===== config.mk =====
export PLATFORM = sky130hd
export DESIGN_NAME = fetch_queue_flat
export DESIGN_NICKNAME = d
export VERILOG_FILES = /design/src/rtl/fetch_queue_if.sv /design/src/rtl/fetch_queue.sv /design/src/flat_wrapper.sv
export SDC_FILE = /design/constraint.sdc
export NUM_CORES = 1
export LEC_CHECK = 0
export ABC_AREA = 1
export CORE_UTILIZATION = 55
export DETAILED_ROUTE_END_ITERATION = 6
export PLACE_DENSITY = 0.88
export SLEW_MARGIN = 20
export SYNTH_ARGS = -nofsm -noshare
export SYNTH_HDL_FRONTEND = slang
export SYNTH_SLANG_ARGS = --single-unit

===== constraint.sdc =====
create_clock -name clk -period 5.3 [get_ports clk]
set_input_delay 0.53 -clock clk [delete_from_list [all_inputs] [get_ports clk]]
set_output_delay 0.53 -clock clk [all_outputs]
set_load 0.05 [all_outputs]

===== src/rtl/fetch_queue_if.sv =====
// ----------------------------------------------------------------------------
// fetch_queue_if
//
// Purpose:
//    Bundles the two handshakes of the instruction prefetch queue: the
//    request/grant/response instruction-memory bus and the valid/ready
//    stream toward the core's fetch stage.
//
// Signals:
//    bus_req     fetch request valid                  (queue -> memory)
//    bus_addr    word-aligned fetch address           (queue -> memory)
//    bus_gnt     request accepted this cycle          (memory -> queue)
//    bus_rvalid  in-order response data valid         (memory -> queue)
//    bus_rdata   response instruction                 (memory -> queue)
//    out_valid   buffered instruction available       (queue -> fetch)
//    out_pc      PC of the head instruction           (queue -> fetch)
//    out_instr   head instruction                     (queue -> fetch)
//    out_ready   fetch stage consumes the head        (fetch -> queue)
//
// Modports:
//    master  the prefetch queue itself
//    slave   the environment (memory bus plus fetch stage)
// ----------------------------------------------------------------------------
interface fetch_queue_if #(
   parameter int Width = 32
);

   logic             bus_req;
   logic [Width-1:0] bus_addr;
   logic             bus_gnt;
   logic             bus_rvalid;
   logic [Width-1:0] bus_rdata;

   logic             out_valid;
   logic [Width-1:0] out_pc;
   logic [Width-1:0] out_instr;
   logic             out_ready;

   modport master (
      output bus_req,
      output bus_addr,
      input  bus_gnt,
      input  bus_rvalid,
      input  bus_rdata,
      output out_valid,
      output out_pc,
      output out_instr,
      input  out_ready
   );

   modport slave (
      input  bus_req,
      input  bus_addr,
      output bus_gnt,
      output bus_rvalid,
      output bus_rdata,
      input  out_valid,
      input  out_pc,
      input  out_instr,
      output out_ready
   );

endinterface


===== src/rtl/fetch_queue.sv =====
// ----------------------------------------------------------------------------
// fetch_queue
//
// Purpose:
//    Instruction prefetch queue. Generates sequential fetch addresses, issues
//    them on a request/grant bus whose responses come back in order with a
//    variable latency, buffers each response together with its PC, and
//    hands them to the fetch stage over a valid/ready handshake. A redirect
//    (flush) empties the queue and restarts fetching at flush_pc; responses
//    still owed by the bus for the old stream are counted and dropped.
//
// Parameters:
//    Depth    in-flight plus buffered fetch entries (power of two, >= 2)
//    Width    address / instruction width
//    ResetPc  first fetch address after reset
//
// Ports:
//    clk       clock, rising edge
//    rst       asynchronous active-high reset
//    flush     redirect: discard all queued and in-flight fetches
//    flush_pc  restart address, sampled while flush=1
//    err       sticky: a response arrived with nothing outstanding
//    fq        fetch_queue_if.master (memory bus + fetch-stage stream)
// ----------------------------------------------------------------------------
module fetch_queue #(
   parameter int               Depth   = 4,
   parameter int               Width   = 32,
   parameter logic [Width-1:0] ResetPc = '0
) (
   input  logic             clk,
   input  logic             rst,
   input  logic             flush,
   input  logic [Width-1:0] flush_pc,
   output logic             err,
   fetch_queue_if.master    fq
);

   localparam int IdxW = $clog2(Depth);
   localparam int PtrW = IdxW + 1;

   // Pointers carry one extra wrap bit so that full and empty differ.
   logic [Width-1:0] fetch_pc;
   logic [PtrW-1:0]  alloc_ptr;
   logic [PtrW-1:0]  fill_ptr;
   logic [PtrW-1:0]  pop_ptr;
   logic [PtrW-1:0]  drop_cnt;

   logic [Width-1:0] pc_mem    [Depth];
   logic [Width-1:0] instr_mem [Depth];

   logic [PtrW-1:0]  outstanding;
   logic [PtrW-1:0]  filled;
   logic [PtrW-1:0]  used;
   logic [PtrW:0]    credit_sum;
   logic             credit;
   logic             grant;
   logic             consume;
   logic             has_drop;
   logic             has_outstanding;
   logic             drop_rsp;
   logic             fill_rsp;
   logic             stray_rsp;
   logic             retire_rsp;
   logic [PtrW-1:0]  flush_drop;

   // Occupancy figures derived from the pointer differences.
   assign outstanding = alloc_ptr - fill_ptr;
   assign filled      = fill_ptr - pop_ptr;
   assign used        = alloc_ptr - pop_ptr;

   // Old-stream responses still owed by the bus occupy credit just like
   // live entries, so a redirect cannot overrun the bus's response queue.
   assign credit_sum = {1'b0, used} + {1'b0, drop_cnt};
   assign credit     = credit_sum < (PtrW+1)'(Depth);

   assign fq.bus_req  = ~rst & ~flush & credit;
   assign fq.bus_addr = fetch_pc;
   assign grant       = fq.bus_req & fq.bus_gnt;

   // A response first pays off any pending drops; only then does it fill
   // the oldest outstanding entry. With neither it is a protocol error.
   assign has_drop        = drop_cnt != '0;
   assign has_outstanding = outstanding != '0;
   assign drop_rsp        = fq.bus_rvalid & has_drop;
   assign fill_rsp        = fq.bus_rvalid & ~has_drop & has_outstanding;
   assign stray_rsp       = fq.bus_rvalid & ~has_drop & ~has_outstanding;
   assign retire_rsp      = drop_rsp | fill_rsp;

   // On redirect every outstanding fetch becomes a response to throw away,
   // less the one that is being retired in the flush cycle itself.
   assign flush_drop = drop_cnt + outstanding - PtrW'(retire_rsp);

   assign fq.out_valid = (filled != '0) & ~flush;
   assign fq.out_pc    = pc_mem[pop_ptr[IdxW-1:0]];
   assign fq.out_instr = instr_mem[pop_ptr[IdxW-1:0]];
   assign consume      = fq.out_valid & fq.out_ready;

   // Fetch address and pointer state. Flush wins over every other update
   // in its cycle and collapses the queue to empty at the allocation point.
   always_ff @(posedge clk or posedge rst) begin
      if (rst) begin
         fetch_pc  <= ResetPc;
         alloc_ptr <= '0;
         fill_ptr  <= '0;
         pop_ptr   <= '0;
         drop_cnt  <= '0;
      end else if (flush) begin
         fetch_pc <= flush_pc;
         fill_ptr <= alloc_ptr;
         pop_ptr  <= alloc_ptr;
         drop_cnt <= flush_drop;
      end else begin
         if (grant) begin
            alloc_ptr <= alloc_ptr + 1'b1;
            fetch_pc  <= fetch_pc + Width'(4);
         end
         if (fill_rsp) begin
            fill_ptr <= fill_ptr + 1'b1;
         end
         if (drop_rsp) begin
            drop_cnt <= drop_cnt - 1'b1;
         end
         if (consume) begin
            pop_ptr <= pop_ptr + 1'b1;
         end
      end
   end

   // Sticky error: a response with no fetch to match it, including one
   // that shows up in a flush cycle. Only reset clears it.
   always_ff @(posedge clk or posedge rst) begin
      if (rst) begin
         err <= 1'b0;
      end else if (stray_rsp) begin
         err <= 1'b1;
      end
   end

   // Entry storage. The PC is written at grant time and the instruction
   // when its response arrives; contents of empty slots are never shown
   // because out_valid masks them, so the arrays need no reset.
   always_ff @(posedge clk) begin
      if (grant) begin
         pc_mem[alloc_ptr[IdxW-1:0]] <= fetch_pc;
      end
      if (fill_rsp & ~flush & ~rst) begin
         instr_mem[fill_ptr[IdxW-1:0]] <= fq.bus_rdata;
      end
   end

endmodule

===== src/flat_wrapper.sv =====
// flat-port wrapper written by rule: the top's interface ports become plain ports
module fetch_queue_flat 
#(
   parameter int               Depth   = 4,
   parameter int               Width   = 32,
   parameter logic [Width-1:0] ResetPc = '0
)
  (clk, rst, flush, flush_pc, err, fq_bus_req, fq_bus_addr, fq_bus_gnt, fq_bus_rvalid, fq_bus_rdata, fq_out_valid, fq_out_pc, fq_out_instr, fq_out_ready);
  fetch_queue_if #(.Width(Width)) fq_i ();
  input  logic clk;
  input  logic rst;
  input  logic flush;
  input  logic [Width-1:0] flush_pc;
  output logic err;
  output wire logic [$bits(fq_i.bus_req)-1:0] fq_bus_req;
  output wire logic [$bits(fq_i.bus_addr)-1:0] fq_bus_addr;
  input wire logic [$bits(fq_i.bus_gnt)-1:0] fq_bus_gnt;
  input wire logic [$bits(fq_i.bus_rvalid)-1:0] fq_bus_rvalid;
  input wire logic [$bits(fq_i.bus_rdata)-1:0] fq_bus_rdata;
  output wire logic [$bits(fq_i.out_valid)-1:0] fq_out_valid;
  output wire logic [$bits(fq_i.out_pc)-1:0] fq_out_pc;
  output wire logic [$bits(fq_i.out_instr)-1:0] fq_out_instr;
  input wire logic [$bits(fq_i.out_ready)-1:0] fq_out_ready;
  assign fq_bus_req = fq_i.bus_req;
  assign fq_bus_addr = fq_i.bus_addr;
  assign fq_i.bus_gnt = fq_bus_gnt;
  assign fq_i.bus_rvalid = fq_bus_rvalid;
  assign fq_i.bus_rdata = fq_bus_rdata;
  assign fq_out_valid = fq_i.out_valid;
  assign fq_out_pc = fq_i.out_pc;
  assign fq_out_instr = fq_i.out_instr;
  assign fq_i.out_ready = fq_out_ready;
  fetch_queue #(.Depth(Depth), .Width(Width), .ResetPc(ResetPc)) u_core (.clk(clk), .rst(rst), .flush(flush), .flush_pc(flush_pc), .err(err), .fq(fq_i));
endmodule

* Yosys cells after proc, flatten, opt, wreduce, memory -nomap -nowiden *
Memory sizes are Yosys's and may differ from the RTL's.
Cells that the tools add are included.

word-level totals
  register bits = 45
  RAM bits = 256
  input port bits = 70
  output and inout bits = 99
  word-level logic and storage cells = 56
  memories = 2

memory list
  memory            words  width  rd ports  clocked after memory_dff  write ports  line               text
  u_core.instr_mem  4      32     1         0                         1            fetch_queue.sv:49  logic [Width-1:0] instr_mem [Depth];
  u_core.pc_mem     4      32     1         0                         1            fetch_queue.sv:48  logic [Width-1:0] pc_mem [Depth];

cells by class
  add/sub/neg operators = 11
  magnitude comparators = 1
  mux-type cells = 12
  bitwise gates (word level) = 16
  reductions and logical operators = 8

operator list
  kind                                                                  number
  32-bit 2-to-1 mux                                                     2
  32-bit by 3-bit adder with 32-bit output, second input constant       1
  3-bit 2-to-1 mux                                                      6
  1-bit AND                                                             11
  3-bit by 1-bit adder with 3-bit output, second input constant         3
  3-bit nonzero test                                                    3
  3-bit subtractor                                                      3
  2-bit nonzero test                                                    4
  3-bit by 3-bit adder with 4-bit output                                1
  4-bit by 3-bit < comparator with 1-bit output, second input constant  1
  1-bit 2-to-1 mux                                                      4
  1-bit inverter                                                        4
  3-bit adder                                                           1
  3-bit by 1-bit subtractor with 3-bit output                           1
  3-bit by 1-bit subtractor with 3-bit output, second input constant    1
  2-bit AND reduction                                                   1
  1-bit OR                                                              1

* Logic depth before layout (Yosys ltp) *
Gate-level depths: netlist of the first run.

  word-level depth = 8
  gate-level depth with buffers = 25
  mapped depth without buffers = 25

* Least setup slack after synthesis of the first run *
Ideal clock, no wire load.

  path kind = register -> register
  from = reg u_core.pop_ptr[1]
  to = mem u_core.pc_mem[0][0], enable pin
  setup time = 421 ps
  arrival time = 3925 ps
  data required time = 4879 ps
  slack = 954 ps
  stages on the path, launching flop included = 14
  buffers on the path = 3
  period minus slack after synthesis = 4346 ps
  cells stage by stage = dfrtp_1 -> inv_1 -> buf_2 -> clkbuf_1 -> fa_1 -> xnor2_1 -> xor2_1 -> ha_1 -> nor2_1 -> nand2_1 -> nor2_4 -> nand2_2 -> buf_4 -> nor2_1

on the way
  word-level cells in the longest chain between the ends = 7

ends and longest elaborated chain
  what                                           line                text
  start: declaration                             fetch_queue.sv:45   logic [PtrW-1:0] pop_ptr;
  start signal: assignment                       fetch_queue.sv:110  pop_ptr <= alloc_ptr;
  start signal: assignment                       fetch_queue.sv:124  pop_ptr <= pop_ptr + 1'b1;
  3-bit subtractor                               fetch_queue.sv:69   assign used = alloc_ptr - pop_ptr;
  3-bit by 3-bit adder with 4-bit output         fetch_queue.sv:73   assign credit_sum = {1'b0, used} + {1'b0, drop_cnt};
  4-bit by 3-bit < comparator with 1-bit output  fetch_queue.sv:74   assign credit = credit_sum < (PtrW+1)'(Depth);
  1-bit AND                                      fetch_queue.sv:76   assign fq.bus_req = ~rst & ~flush & credit;
  named net fq_bus_req                           flat_wrapper.sv:15  output wire logic [$bits(fq_i.bus_req)-1:0] fq_bus_req;
  1-bit AND                                      fetch_queue.sv:78   assign grant = fq.bus_req & fq.bus_gnt;
  1-bit 2-to-1 mux                               fetch_queue.sv:143  if (grant) begin
  1-bit 2-to-1 mux (not written as such)         fetch_queue.sv:144  pc_mem[alloc_ptr[IdxW-1:0]] <= fetch_pc;
  end: declaration                               fetch_queue.sv:48

The timed path passes the listed nets, and every way through them passes these cells.

* Worst setup path after layout of the first run *
  from = reg u_core.pop_ptr[0]
  to = out fq_out_pc[6]

on the way
  word-level cells in the longest chain between the ends = 1

ends and longest elaborated chain
  what               line                text
  memory 4 x 32 bit  -
  end: declaration   flat_wrapper.sv:21  output wire logic [$bits(fq_i.out_pc)-1:0] fq_out_pc;

No other way between the ends.

==> results.py, run 1 <==
metrics = {
    "worst_setup_path": {
        "crit_arrival_ns": 3.51,
        "crit_path_end_kind": "output pin",
        "path_class": "reg2out",
        "crit_required_ns": 4.77,
        "critPathLaunchType": "flop",
        "crit_fanout": 54,
        "cp_slowest_stage_delay_ns": 0.89,
        "slowest_stage": "clkdlybuf4s50_1",
        "startpoint": "u_core.pop_ptr[0]",
        "r2r_slack_ns": 1.48,
        "r2r_start": "u_core.alloc_ptr[0]",
        "crit_path_cell_trace": "clkinv_2, buf_4, o21ai_0, o22ai_1, clkdlybuf4s50_1",
    },
    "logic_synthesis": {
        "yosys_warnings": 0,
        "synth-seq-cells": 301,
        "syn_inst": 1209,
        "synthArstFlopShare_pct": 15.0,
        "synth_edf_count": 256,
        "synth_area_sq_um": 13000,
        "netlist_top_cells_area": "edfxtp_1 59%, dfrtp_1 8.6%, nand2_1 7.5%",
        "synth.most_common_cell": "nand2_1",
        "syn-num-nets": 1303,
        "synth.top_cells.by_count": "261 x nand2_1, 256 x edfxtp_1, 184 x nor2_1",
        "synth-main-ff-cell": "edfxtp_1",
        "ys_types": 28,
        "ys_seq_area_share_pct": 67.6,
        "yosysTopAreaCell": "edfxtp_1",
        "synthDominantCellAreaShare_pct": 58.9,
        "syn_area_per_cell_sq_um": 10.8,
    },
    "placement": {
        "gp_congestion": 0.879,
        "placement.io_buffers": 168,
        "placed_area_sq_um": 15000,
        "dp_hpwl_mm": 19.2,
    },
    "floorplanning": {
        "chipHeight_um": 156,
        "core_region_area_sq_um": 22900,
        "row_count": 55,
        "die_w_um": 156,
        "initial_utilization_pct": 56.9,
        "ioPinCount": 169,
        "dieArea_sq_um": 24300,
    },
    "route": {
        "wirelength_mm": 31.8,
        "wl_met2_mm": 15.4,
        "top_layer_used": "met4",
        "met1Wirelength_mm": 12.5,
        "dr.pass1.iters": 5,
        "routedWlPerCell_um": 18.8,
        "drcViolationCount": 0,
        "wl_met3_mm": 3.14,
        "drt_iter0_drc": 1092,
        "via_per_inst": 5.72,
        "drtAntennaViolNets": 0,
        "vias": 9695,
    },
    "sta": {
        "slew_headroom_pct": 29.5,
        "setup_violations": 0,
        "fmax_ghz": 0.247,
        "hold_viol_final": 0,
        "rsz0062_at_grt": "no",
        "min_period_ns": 4.04,
        "period_share_pct": 76.3,
        "maxSlewViolCount": 0,
        "tns_ns": 0,
        "fin_worst_skew_ns": 0.0143,
        "tightest_slew_ns": 1.05,
    },
    "layout": {
        "nFillCells": 1539,
        "area_growth_pct": 22.5,
        "multiInputGateArea_sq_um": 3690,
        "layout-drive-gt1-share_pct": 5.50,
        "fin_util_pct": 69.8,
        "antenna_cells": 0,
        "stdcell_area_sq_um": 16000,
        "ff_latch_area_sq_um": 8820,
        "final_nets": 1456,
    },
    "pwr": {
        "seq_power_share_pct": 31.9,
        "power_mw": 9.80,
        "swShare_pct": 44.0,
        "comb_power_share_pct": 46.2,
        "switchingPower_mw": 4.31,
        "leakage_nw": 5.92,
        "clkPwrFrac_pct": 21.9,
        "peakVddDrop_v": 0.000406,
        "p_int_mw": 5.49,
        "power_density_nw_per_um2": 613,
    },
    "clock_tree": {
        "clock-sinks": 301,
        "cts-htree-levels": 1,
        "root_buffer": "clkbuf_16",
        "cts_tree": "yes",
        "clock_path_buffers": 3,
        "cts_resized": 0,
        "path_clk_slew_ns": 0.07,
        "clk_latency_ns": 0.55,
        "postCtsSetupBuffers": 0,
        "cts_buffers": 28,
        "postCtsHoldBufs": 0,
    },
    "status": {
        "outcome": "finished, final reports clean",
    },
    "grt": {
        "grt.total_usage_pct": 26.5,
        "overflow": 0,
        "grt_start_max_net_pins": 132,
        "grt_pass1_wl_mm": 49.9,
        "antenna_found_initial": 0,
        "grt_pass1_vias": 9689,
    },
    "run": {
        "maxCapViolCount": 0,
    },
    "min_path": {
        "hold_class": "in2async",
    },
}
## cell families (layout without fill, tap and decap cells)
logic type,Yosys count,after routing,share of synthesized area [%]
fa+ha+maj,24,24,2.47
flops,301,301,67.6
buf+inv,142,315,4.45
compound gates,208,208,8.66
simple gates,517,517,15.7
xor+xnor,17,17,1.14
## flip-flops by register name (all words and copies together) (netlist names)
register	cells
u_core.pop_ptr	3
u_core.alloc_ptr	3
u_core.drop_cnt	3
u_core.fq.bus_addr	32
u_core.pc_mem	128
u_core.fill_ptr	3
u_core.err	1
u_core.instr_mem	128
## layout by cell type (no fill, tap or decap), drive strengths merged
master,netlist,routed
a21oi,1,1
a31o,1,1
buf,19,11
bufinv,0,6
clkbuf,37,32
clkdlybuf4s50,0,168
clkinv,2,12
clkinvlp,0,2
dfrtp,45,45
edfxtp,256,256
fa,3,3
ha,21,21
inv,84,84
nand2,263,263
nand3,60,60
nand4,4,4
nor2,189,189
o211ai,1,1
o21ai,140,140
o21bai,1,1
o22ai,64,64
or2,1,1
xnor2,10,10
xor2,7,7
## stage by stage
stage	instances	worst slack [ns]	hold WS [ns]
final	1695	1.26	0.513
after global routing	1695	1.06	0.540
after CTS	1695	1.17	0.512
after detailed placement	1645	1.50	0.493
after global placement	1645	1.65	0.492
after floorplan	1209	0.954	0.517
## power groups by stage
stage	registers [mW]	clock network, mW	logic (mW)
after floorplan	3.27	0	2.89
after global placement	3.14	0	4.36
after detailed placement	3.16	0	4.48
after CTS	3.11	2.17	4.53
after global routing	3.15	2.25	4.84
final	3.13	2.14	4.53
## layer usage
metal,track usage (%),vias up
met3,4.22,66
met5,0,-
met2,44.0,575
li1,-,4460
met4,9.57,0
met1,35.5,4594
## final cells by class
| type | instances | share of cell area (%) |
|---|---|---|
| Sequential cell | 301 | 55.2 |
| Multi-Input combinational cell | 766 | 23.1 |
| Timing Repair Buffer | 179 | 11.1 |
| Clock buffer | 32 | 4.61 |
| Tap cell | 313 | 2.45 |
| Inverter | 86 | 2.03 |
| Clock inverter | 18 | 1.57 |
## final timing paths
kind | endpoint | depth (start not counted)
worst max register to register | u_core.pc_mem[3][20] | 12
worst min register to register | u_core.err | 1
worst min-delay path | u_core.fq.bus_addr[15] | 3
min in group clk | u_core.err | 1
worst max-delay path | fq_out_pc[6] | 5
max in group asynchronous | u_core.pop_ptr[0] | 3
## worst max-delay path: cells and delay by family (launching register included)
| kind | cells | cell delay, ns |
|---|---|---|
| buf+inv | 3 | 1.95 |
| compound gates | 2 | 0.51 |
| flops | 1 | 0.50 |
(Power assumes the default switching activity.)
==> run 2: changes to the inputs <==
- clock period: 5.3 -> 3.9 ns (I/O delays scaled with it)
==> results.py, run 2 (same netlist as run 1, synthesis figures left out) <==
metrics = {
    "grt": {
        "antenna_found_initial": 0,
        "overflow": 0,
        "grt_pass1_wl_mm": 47.3,
        "grt.total_usage_pct": 25.2,
        "grt_start_max_net_pins": 81,
        "grt_pass1_vias": 9184,
    },
    "floorplanning": {
        "die_w_um": 156,
        "chipHeight_um": 156,
        "ioPinCount": 169,
        "core_region_area_sq_um": 22900,
        "row_count": 55,
        "dieArea_sq_um": 24300,
        "initial_utilization_pct": 56.9,
    },
    "layout": {
        "antenna_cells": 0,
        "layout_common_cells": "261 x nand2_1, 256 x edfxtp_1, 177 x nor2_1",
        "final_nets": 1464,
        "stdcell_area_sq_um": 16100,
        "layout_commonest_cell": "nand2_1",
        "fin_util_pct": 70.1,
        "layout-drive-gt1-share_pct": 6.39,
        "area_growth_pct": 23.0,
        "stdcell_count": 1706,
    },
    "status": {
        "outcome": "finished, final reports clean",
    },
    "worst_setup_path": {
        "crit_arrival_ns": 3.04,
        "startpoint": "u_core.pop_ptr[0]",
        "crit_required_ns": 3.51,
        "path_class": "reg2out",
        "critPathLaunchType": "flop",
        "r2r_slack_ns": 0.49,
        "crit_fanout": 80,
        "r2r_start": "u_core.alloc_ptr[0]",
        "crit_path_end_kind": "output pin",
        "endpoint": "fq_out_pc[4]",
        "worstReg2RegEnd": "u_core.drop_cnt[2]",
        "r2r_cells": 25,
    },
    "sta": {
        "setup_violations": 0,
        "hold_viol_final": 0,
        "tightest_slew_ns": 0.805,
        "period_share_pct": 87.9,
        "fin_worst_skew_ns": 0.0267,
        "slew_headroom_pct": 46.3,
        "maxSlewViolCount": 0,
        "rsz0062_at_grt": "no",
        "fin_hold_ws_ns": 0.394,
        "tns_ns": 0,
        "min_period_ns": 3.43,
        "fmax_ghz": 0.292,
    },
    "route": {
        "dr.pass1.iters": 6,
        "drt_iter0_drc": 949,
        "drtAntennaViolNets": 0,
        "vias": 9612,
        "drcViolationCount": 0,
        "routedWlPerCell_um": 18.0,
        "wirelength_mm": 30.7,
        "via_per_inst": 5.63,
    },
    "run": {
        "maxCapViolCount": 0,
    },
    "pwr": {
        "power_density_nw_per_um2": 822,
        "leakage_nw": 5.98,
        "peakVddDrop_v": 0.000502,
    },
    "clock_tree": {
        "cts_resized": 0,
        "cts_tree": "yes",
        "cts_buffers": 29,
        "root_buffer": "clkbuf_16",
        "path_clk_slew_ns": 0.06,
        "clock-sinks": 301,
        "cts-htree-levels": 1,
        "postCtsHoldBufs": 0,
        "postCtsSetupBuffers": 0,
        "clk_latency_ns": 0.55,
        "clock_path_buffers": 3,
    },
    "placement": {
        "placement.io_buffers": 168,
        "gp_congestion": 0.933,
        "placed_area_sq_um": 15100,
        "dpl.cell_count": 1652,
        "dp_hpwl_mm": 19.0,
    },
    "min_path": {
        "hold_class": "in2async",
    },
}
## run 2: layout make-up
type / count / area, sq um
inverters: 86 / 324
repair buffers: 186 / 1840
flip-flops and latches: 301 / 8820
clock buffers: 38 / 830
clock inverters: 16 / 158
multi-input cells: 766 / 3690
fillers: 1532 / 6860
well taps: 313 / 392
## run 2: metal layers
| layer | up-vias | wire length, um | track usage [%] |
|---|---|---|---|
| li1 | 4473 | - | - |
| met3 | 52 | 2820 | 4.03 |
| met2 | 516 | 15000 | 43.0 |
| met1 | 4571 | 12300 | 33.4 |
| met4 | 0 | 580 | 7.19 |
| met5 | - | 0 | 0 |
## run 2: worst max-delay path, stage by stage (launching register included)
cell and delay (ns):
dfrtp_4 0.44, buf_4 0.62, o21ai_0 0.22, o22ai_1 0.34, clkdlybuf4s50_1 0.87
## run 2: worst min path at each step
stage	from	end	slack (ns)
after floorplan	fq_bus_rdata[0]	u_core.instr_mem[0][0]	0.49
after global placement	u_core.err	u_core.err	0.51
after detailed placement	u_core.err	u_core.err	0.48
after CTS	flush_pc[10]	u_core.fq.bus_addr[10]	0.40
after global routing	flush_pc[0]	u_core.fq.bus_addr[0]	0.42
final	rst	u_core.fill_ptr[2]	0.39
## run 2: where the power goes
group          internal [mW]  switching [mW]
Combinational           1.89            4.21
Clock                   1.69            1.15
Sequential              3.84           0.402
## run 2: metrics by stage
stage	setup slack [ns]	total power, mW
finish	0.471	13.2
global route	0.123	13.8
CTS	0.441	13.2
detailed placement	0.498	10.4
global placement	0.630	10.2
floorplan	-0.446	8.38
